## config.mk

```make
export PLATFORM = sky130hd
export DESIGN_NAME = sync_lock_ctrl
export DESIGN_NICKNAME = d
export VERILOG_FILES = /design/src/rtl/sync_pkg.sv /design/src/rtl/sync_window_cnt.sv /design/src/rtl/sync_lock_ctrl.sv
export SDC_FILE = /design/constraint.sdc
export NUM_CORES = 1
export LEC_CHECK = 0
export ABC_AREA = 1
export CAP_MARGIN = 10
export CORE_AREA = 4 4 79 81
export CTS_CLUSTER_DIAMETER = 80
export DETAILED_ROUTE_END_ITERATION = 7
export DIE_AREA = 0 0 83 85
export GPL_ROUTABILITY_DRIVEN = 0
export PLACE_DENSITY = 0.48
export SYNTH_ARGS = -nofsm -noshare
export SYNTH_HDL_FRONTEND = slang
export SYNTH_SLANG_ARGS = --single-unit
```

## constraint.sdc

```tcl
create_clock -name clk -period 1.7 [get_ports clk]
set_input_delay 0.425 -clock clk [delete_from_list [all_inputs] [get_ports clk]]
set_output_delay 0.425 -clock clk [all_outputs]
set_load 0.02 [all_outputs]
```

## src/rtl/sync_pkg.sv

```systemverilog
// ============================================================================
// sync_pkg : shared state encoding and sync timing defaults for the
//            transducer phase-alignment path.
// Revision  : 1.0
// ============================================================================
`default_nettype none

package sync_pkg;

    localparam int SYNC_PERIOD_DEFAULT = 1250;
    localparam int SYNC_TOL_DEFAULT    = 2;

    typedef enum logic [2:0] {
        IDLE     = 3'd0,
        HUNT     = 3'd1,
        LOCKING  = 3'd2,
        LOCKED   = 3'd3,
        HOLDOVER = 3'd4
    } sync_state_t;

endpackage

`default_nettype wire

```

## src/rtl/sync_window_cnt.sv

```systemverilog
// ============================================================================
// sync_window_cnt : saturating period counter with sync acceptance-window flags.
// Revision        : 1.0
// ============================================================================
`default_nettype none

module sync_window_cnt #(
    parameter int PERIOD = 1250,
    parameter int TOL    = 2,
    parameter int CNT_W  = 11
) (
    input  logic clk,
    input  logic rst,
    input  logic clear,
    input  logic restart,
    input  logic load_grid,
    output logic early,
    output logic in_window,
    output logic nominal,
    output logic timeout,
    output logic near_start
);

    localparam logic [CNT_W-1:0] CNT_MAX  = CNT_W'(PERIOD + TOL + 1);
    localparam logic [CNT_W-1:0] WIN_LO   = CNT_W'(PERIOD - TOL);
    localparam logic [CNT_W-1:0] WIN_HI   = CNT_W'(PERIOD + TOL);
    localparam logic [CNT_W-1:0] NOM      = CNT_W'(PERIOD);
    localparam logic [CNT_W-1:0] GRID_LD  = CNT_W'(TOL + 1);
    localparam logic [CNT_W-1:0] ONE      = CNT_W'(1);
    localparam logic [CNT_W-1:0] NEAR_MAX = CNT_W'(TOL);

    logic [CNT_W-1:0] cnt;

    // The event cycle itself is count 0, so the cycle after an event reads 1.
    always_ff @(posedge clk or negedge rst) begin
        if (!rst) begin
            cnt <= '0;
        end else if (clear) begin
            cnt <= '0;
        end else if (restart) begin
            cnt <= ONE;
        end else if (load_grid) begin
            cnt <= GRID_LD;
        end else if (cnt != CNT_MAX) begin
            cnt <= cnt + ONE;
        end
    end

    assign early      = (cnt < WIN_LO);
    assign in_window  = (cnt >= WIN_LO) && (cnt <= WIN_HI);
    assign nominal    = (cnt == NOM);
    assign timeout    = (cnt == WIN_HI);
    assign near_start = (cnt <= NEAR_MAX);

endmodule

`default_nettype wire

```

## src/rtl/sync_lock_ctrl.sv

```systemverilog
// ============================================================================
// sync_lock_ctrl : sync qualification, lock acquisition, holdover and
//                  phase_reset sequencing. Optional SYNC_LOCK_CTRL_STATS_EN.
// Revision       : 1.0
// ============================================================================
`default_nettype none

module sync_lock_ctrl
    import sync_pkg::*;
#(
    parameter int PERIOD     = SYNC_PERIOD_DEFAULT,
    parameter int TOL        = SYNC_TOL_DEFAULT,
    parameter int LOCK_COUNT = 4,
    parameter int MISS_LIMIT = 3
) (
    input  logic        clk,
    input  logic        rst,
    input  logic        enable,
    input  logic        sync_pulse,
    output logic        phase_reset,
    output logic        locked,
    output logic        holdover,
    output logic        lost_sync,
`ifdef SYNC_LOCK_CTRL_STATS_EN
    output logic [15:0] reject_count,
    output logic [15:0] holdover_count,
`endif
    output logic [2:0]  state
);

    localparam int CNT_W  = $clog2(PERIOD + TOL + 2);
    localparam int GOOD_W = $clog2(LOCK_COUNT + 1);
    localparam int MISS_W = $clog2(MISS_LIMIT + 1);

    sync_state_t       cur_state;
    logic [GOOD_W-1:0] good;
    logic [MISS_W-1:0] miss;

    logic early, in_window, nominal, timeout, near_start;
    logic cnt_clear, cnt_restart, cnt_load_grid;
    logic hold_accept, miss_spent, lock_reached;

    sync_window_cnt #(
        .PERIOD (PERIOD),
        .TOL    (TOL),
        .CNT_W  (CNT_W)
    ) u_window (
        .clk        (clk),
        .rst        (rst),
        .clear      (cnt_clear),
        .restart    (cnt_restart),
        .load_grid  (cnt_load_grid),
        .early      (early),
        .in_window  (in_window),
        .nominal    (nominal),
        .timeout    (timeout),
        .near_start (near_start)
    );

    // Near-start acceptance only arises right after an internal event, since
    // holdover entry loads the counter past TOL.
    assign hold_accept  = sync_pulse && (!early || near_start);
    assign miss_spent   = (miss == MISS_W'(MISS_LIMIT));
    assign lock_reached = (good == GOOD_W'(LOCK_COUNT - 1));

    always_comb begin
        cnt_clear     = !enable || (cur_state == IDLE);
        cnt_restart   = 1'b0;
        cnt_load_grid = 1'b0;
        case (cur_state)
            HUNT, LOCKING: cnt_restart = sync_pulse;
            LOCKED: begin
                cnt_restart   = sync_pulse && in_window;
                cnt_load_grid = timeout && !(sync_pulse && in_window);
            end
            HOLDOVER: cnt_restart = hold_accept || (nominal && !miss_spent);
            default: ;
        endcase
    end

    always_ff @(posedge clk or negedge rst) begin
        if (!rst) begin
            cur_state   <= IDLE;
            good        <= '0;
            miss        <= '0;
            phase_reset <= 1'b0;
            locked      <= 1'b0;
            holdover    <= 1'b0;
            lost_sync   <= 1'b0;
        end else begin
            phase_reset <= 1'b0;
            lost_sync   <= 1'b0;
            if (!enable) begin
                cur_state <= IDLE;
                good      <= '0;
                miss      <= '0;
                locked    <= 1'b0;
                holdover  <= 1'b0;
            end else begin
                case (cur_state)
                    IDLE: cur_state <= HUNT;
                    HUNT: begin
                        if (sync_pulse) begin
                            cur_state   <= LOCKING;
                            good        <= GOOD_W'(1);
                            phase_reset <= 1'b1;
                        end
                    end
                    LOCKING: begin
                        if (sync_pulse) begin
                            phase_reset <= 1'b1;
                            if (early) begin
                                good <= GOOD_W'(1);
                            end else begin
                                good <= good + GOOD_W'(1);
                                if (lock_reached) begin
                                    cur_state <= LOCKED;
                                    locked    <= 1'b1;
                                end
                            end
                        end else if (timeout) begin
                            cur_state <= HUNT;
                            good      <= '0;
                        end
                    end
                    LOCKED: begin
                        if (sync_pulse && in_window) begin
                            phase_reset <= 1'b1;
                        end else if (timeout) begin
                            cur_state <= HOLDOVER;
                            holdover  <= 1'b1;
                            miss      <= MISS_W'(1);
                        end
                    end
                    HOLDOVER: begin
                        if (hold_accept) begin
                            cur_state   <= LOCKED;
                            holdover    <= 1'b0;
                            miss        <= '0;
                            phase_reset <= 1'b1;
                        end else if (nominal) begin
                            if (miss_spent) begin
                                cur_state <= HUNT;
                                locked    <= 1'b0;
                                holdover  <= 1'b0;
                                lost_sync <= 1'b1;
                                miss      <= '0;
                                good      <= '0;
                            end else begin
                                miss        <= miss + MISS_W'(1);
                                phase_reset <= 1'b1;
                            end
                        end
                    end
                    default: cur_state <= IDLE;
                endcase
            end
        end
    end

    assign state = cur_state;

`ifdef SYNC_LOCK_CTRL_STATS_EN
    logic reject_evt, holdover_entry;

    assign reject_evt = sync_pulse &&
                        (((cur_state == LOCKING) && early) ||
                         ((cur_state == LOCKED) && !in_window) ||
                         ((cur_state == HOLDOVER) && !hold_accept));
    assign holdover_entry = (cur_state == LOCKED) && cnt_load_grid;

    always_ff @(posedge clk or negedge rst) begin
        if (!rst) begin
            reject_count   <= '0;
            holdover_count <= '0;
        end else if (!enable) begin
            reject_count   <= '0;
            holdover_count <= '0;
        end else begin
            if (reject_evt && (reject_count != 16'hFFFF)) begin
                reject_count <= reject_count + 16'd1;
            end
            if (holdover_entry && (holdover_count != 16'hFFFF)) begin
                holdover_count <= holdover_count + 16'd1;
            end
        end
    end
`endif

endmodule

`default_nettype wire
```

==> impl_metrics.csv <==
group,metric,value,unit
outcome,status,"complete, no violations",
placement,port_buffers,10,
synth,yosys_most_used_dff,"dfrtp_1",
layout,layout.cells.most_common,"nand2_1",
sta,setup_viol,0,
floorplanning,start_util,31.7,%
pwr,power.density,915,nW/um^2
setup_path,worstReg2RegEnd,"good[1]",
sta,fmax,606,MHz
synth,yosys_warnings,0,
sta,rsz0062_at_grt,"yes",
setup_path,rr_worst_depth,10,
grt,grt.total_usage,11.8,%
floorplanning,row_count,27,
setup_path,critPathCaptureType,"output pin",
detailed_routing,vias,1591,
detailed_routing,drc_errors,0,
sta,worst-slew-pin-transition,0.304,ns
detailed_routing,ant_nets,0,
detailed_routing,drt_iter0_drc,104,
layout,antenna_cells,0,
min_path,whs_path_depth,2,
setup_path,arrival,1.23,ns
setup_path,path_cells,"clkdlybuf4s50_1",
layout,syn_to_final_growth,29.0,%
sta,skew,0.00457,ns
setup_path,cp.required,1.27,ns
clock_network,cts.clk_slew.worst_paths,0.08,ns
setup_path,path_class,"reg2out",
synth,synth_fp_nets,261,
clock_network,clockBufferDepth,2,
synth,ys_async_sr_fraction,100,%
pwr,vdd_drop_max,0.648,mV
synth,synth_seq_cells,23,
grt,grt_max_degree,24,
min_path,hold_start,"locked",
clock_network,ctsHoldBuffers,0,
clock_network,clk_latency,0.27,ns
floorplanning,die_h,85,um
pwr,seqPwrFrac,35.1,%
sta,hold_viol_final,0,
flow_run,maxCapViolCount,0,
synth,synth-edff-count,0,
setup_path,crit_fanout,2,
placement,placedCellCount,344,
setup_path,crit_family,"buffers and inverters",
floorplanning,num_io_pins,11,
setup_path,r2r_slack,0.08,ns
pwr,switchingPower,0.855,mW
synth,netlist_instances,250,
detailed_routing,routed_wirelength,4.16,mm
pwr,p_int,1.19,mW
floorplanning,die_area,7060,um^2
min_path,hold_class,"reg2reg",
sta,slew_headroom,79.7,%
min_path,hold-path-endpoint,"locked",
clock_network,clock_sinks,23,
clock_network,cts_root_buffer,"clkbuf_8",
sta,drv_slew,0,
floorplanning,dieWidth,83,um
setup_path,r2r_start,"u_window.cnt[8]",
detailed_routing,viasPerCell,4.49,
clock_network,h-tree-depth,1,
setup_path,startpoint_type,"flop",
grt,grt_pass1_wl,6.89,mm
sta,setup_tns,0,ns
layout,fin_cells,354,
pwr,p_leak,1.12,nW
setup_path,path_buf_inv,1,
setup_path,cp_slowest_stage_delay,0.61,ns
layout,final_layout_size_suffix_gt1_share,31.6,%
synth,ys_types,31,
grt,antenna_found_initial,0,
pwr,clkPwrFrac,17.5,%
floorplanning,core_region_area,5470,um^2
pwr,combinationalPowerShare,47.3,%
synth,avgSynthCellArea,6.94,um^2
placement,dp_hpwl,3.19,mm
setup_path,slowest_stage,"clkdlybuf4s50_1",
synth,synth.cell_area,1740,um^2
sta,finalCriticalPeriod,1.65,ns
sta,period_share,97.1,%
grt,grt_pass1_vias,1453,
pwr,switching_share,41.8,%
layout,final_cell_mix,"nand2_1, inv_1, nor2_1",
clock_network,cts_buffers,3,
detailed_routing,drtPass1Iterations,5,
layout,nets,294,
grt,overflow,0,
synth,ys_seq_area_share,33.2,%
clock_network,cts_tree,"yes",
detailed_routing,wl_per_cell,11.7,um
Yosys cell counts, types with 2 or more instances:
cell,n,area share [%]
o21ai_1,5,1.4
inv_1,37,8.0
nand3_1,27,7.8
nand2_1,58,13
dfrtp_1,23,33
nand3_2,4,2.3
inv_2,5,1.1
buf_4,3,1.3
o21ai_0,3,0.86
a21oi_1,6,1.7
ha_1,7,5.0
nor2_1,29,6.3
nor3_2,2,1.2
nor3_1,11,3.2
nor2_4,3,1.9
nand3b_1,2,0.86
nand2_2,7,2.5
xor2_1,4,2.0
nor2_2,2,0.72
state kept, by name, indices dropped and copies added, names as in the netlist:
name and cells:
locked 1, state 3, holdover 1, phase_reset 1
miss 2, u_window.cnt 11, lost_sync 1, good 3
worst min-delay path, stage by stage, from the launching register on:
cell and delay (ns):
dfrtp_1 0.35, nand2_1 0.05, o21ai_1 0.06
final cells by class:
type	count	area [um^2]
flip-flops and latches	23	581
repair buffers	32	268
fillers	592	3230
clock buffers	4	45.0
well taps	72	90.1
inverters	43	164
multi-input cells	180	1090
timing repair:
action	4_1_cts	5_1_grt
pin swaps	0	10
setup endpoints to repair	4	23
setup buffers	0	6
gates resized for setup	4	45
power by group through the flow:
stage	clock [mW]	combinational [mW]	sequential, mW
2_1_floorplan	0	0.527	0.776
3_3_place_gp	0	0.933	0.722
3_5_place_dp	0	0.925	0.725
4_1_cts	0.373	0.914	0.714
5_1_grt	0.390	1.09	0.740
6_report	0.359	0.969	0.719
layer usage:
| metal | GRT usage [%] | share of wire (%) | up-vias |
|---|---|---|---|
| met2 | 17.6 | 44 | 26 |
| met4 | 3.57 | 1.3 | 0 |
| met3 | 1.65 | 2.6 | 5 |
| li1 | - | - | 850 |
| met5 | 0 | 0 | - |
| met1 | 17.4 | 53 | 710 |
logic make-up after synthesis:
kind of cell / synth area share, %
simple gates: 42.2
buf+inv: 11.2
flops: 33.2
compound gates: 5.84
fa+ha+maj: 5.05
xor+xnor: 2.52
worst max-delay path by stage:
stage | startpoint | endpoint | slack, ns | cells after the start
after floorplan | u_window.cnt[0] | state[1] | 0.15 | 12
after global placement | sync_pulse | state[0] | -0.18 | 8
after detailed placement | sync_pulse | state[0] | -0.19 | 8
after CTS | u_window.cnt[1] | u_window.cnt[0] | 0.01 | 12
after global routing | u_window.cnt[1] | u_window.cnt[0] | -0.03 | 12
final | holdover | holdover | 0.05 | 1
per-stage QoR:
stage	total power, mW	hold WS (ns)	setup slack (ns)	util (%)	area (um^2)
2_1_floorplan	1.30	0.129	0.149	-	1740
3_3_place_gp	1.65	0.477	-0.184	36.8	2010
3_5_place_dp	1.65	0.479	-0.192	36.8	2010
4_1_cts	2.00	0.501	0.0104	37.6	2060
5_1_grt	2.22	0.510	-0.0350	40.9	2240
6_report	2.05	0.494	0.0490	40.9	2240
(Power assumes the default switching activity.)
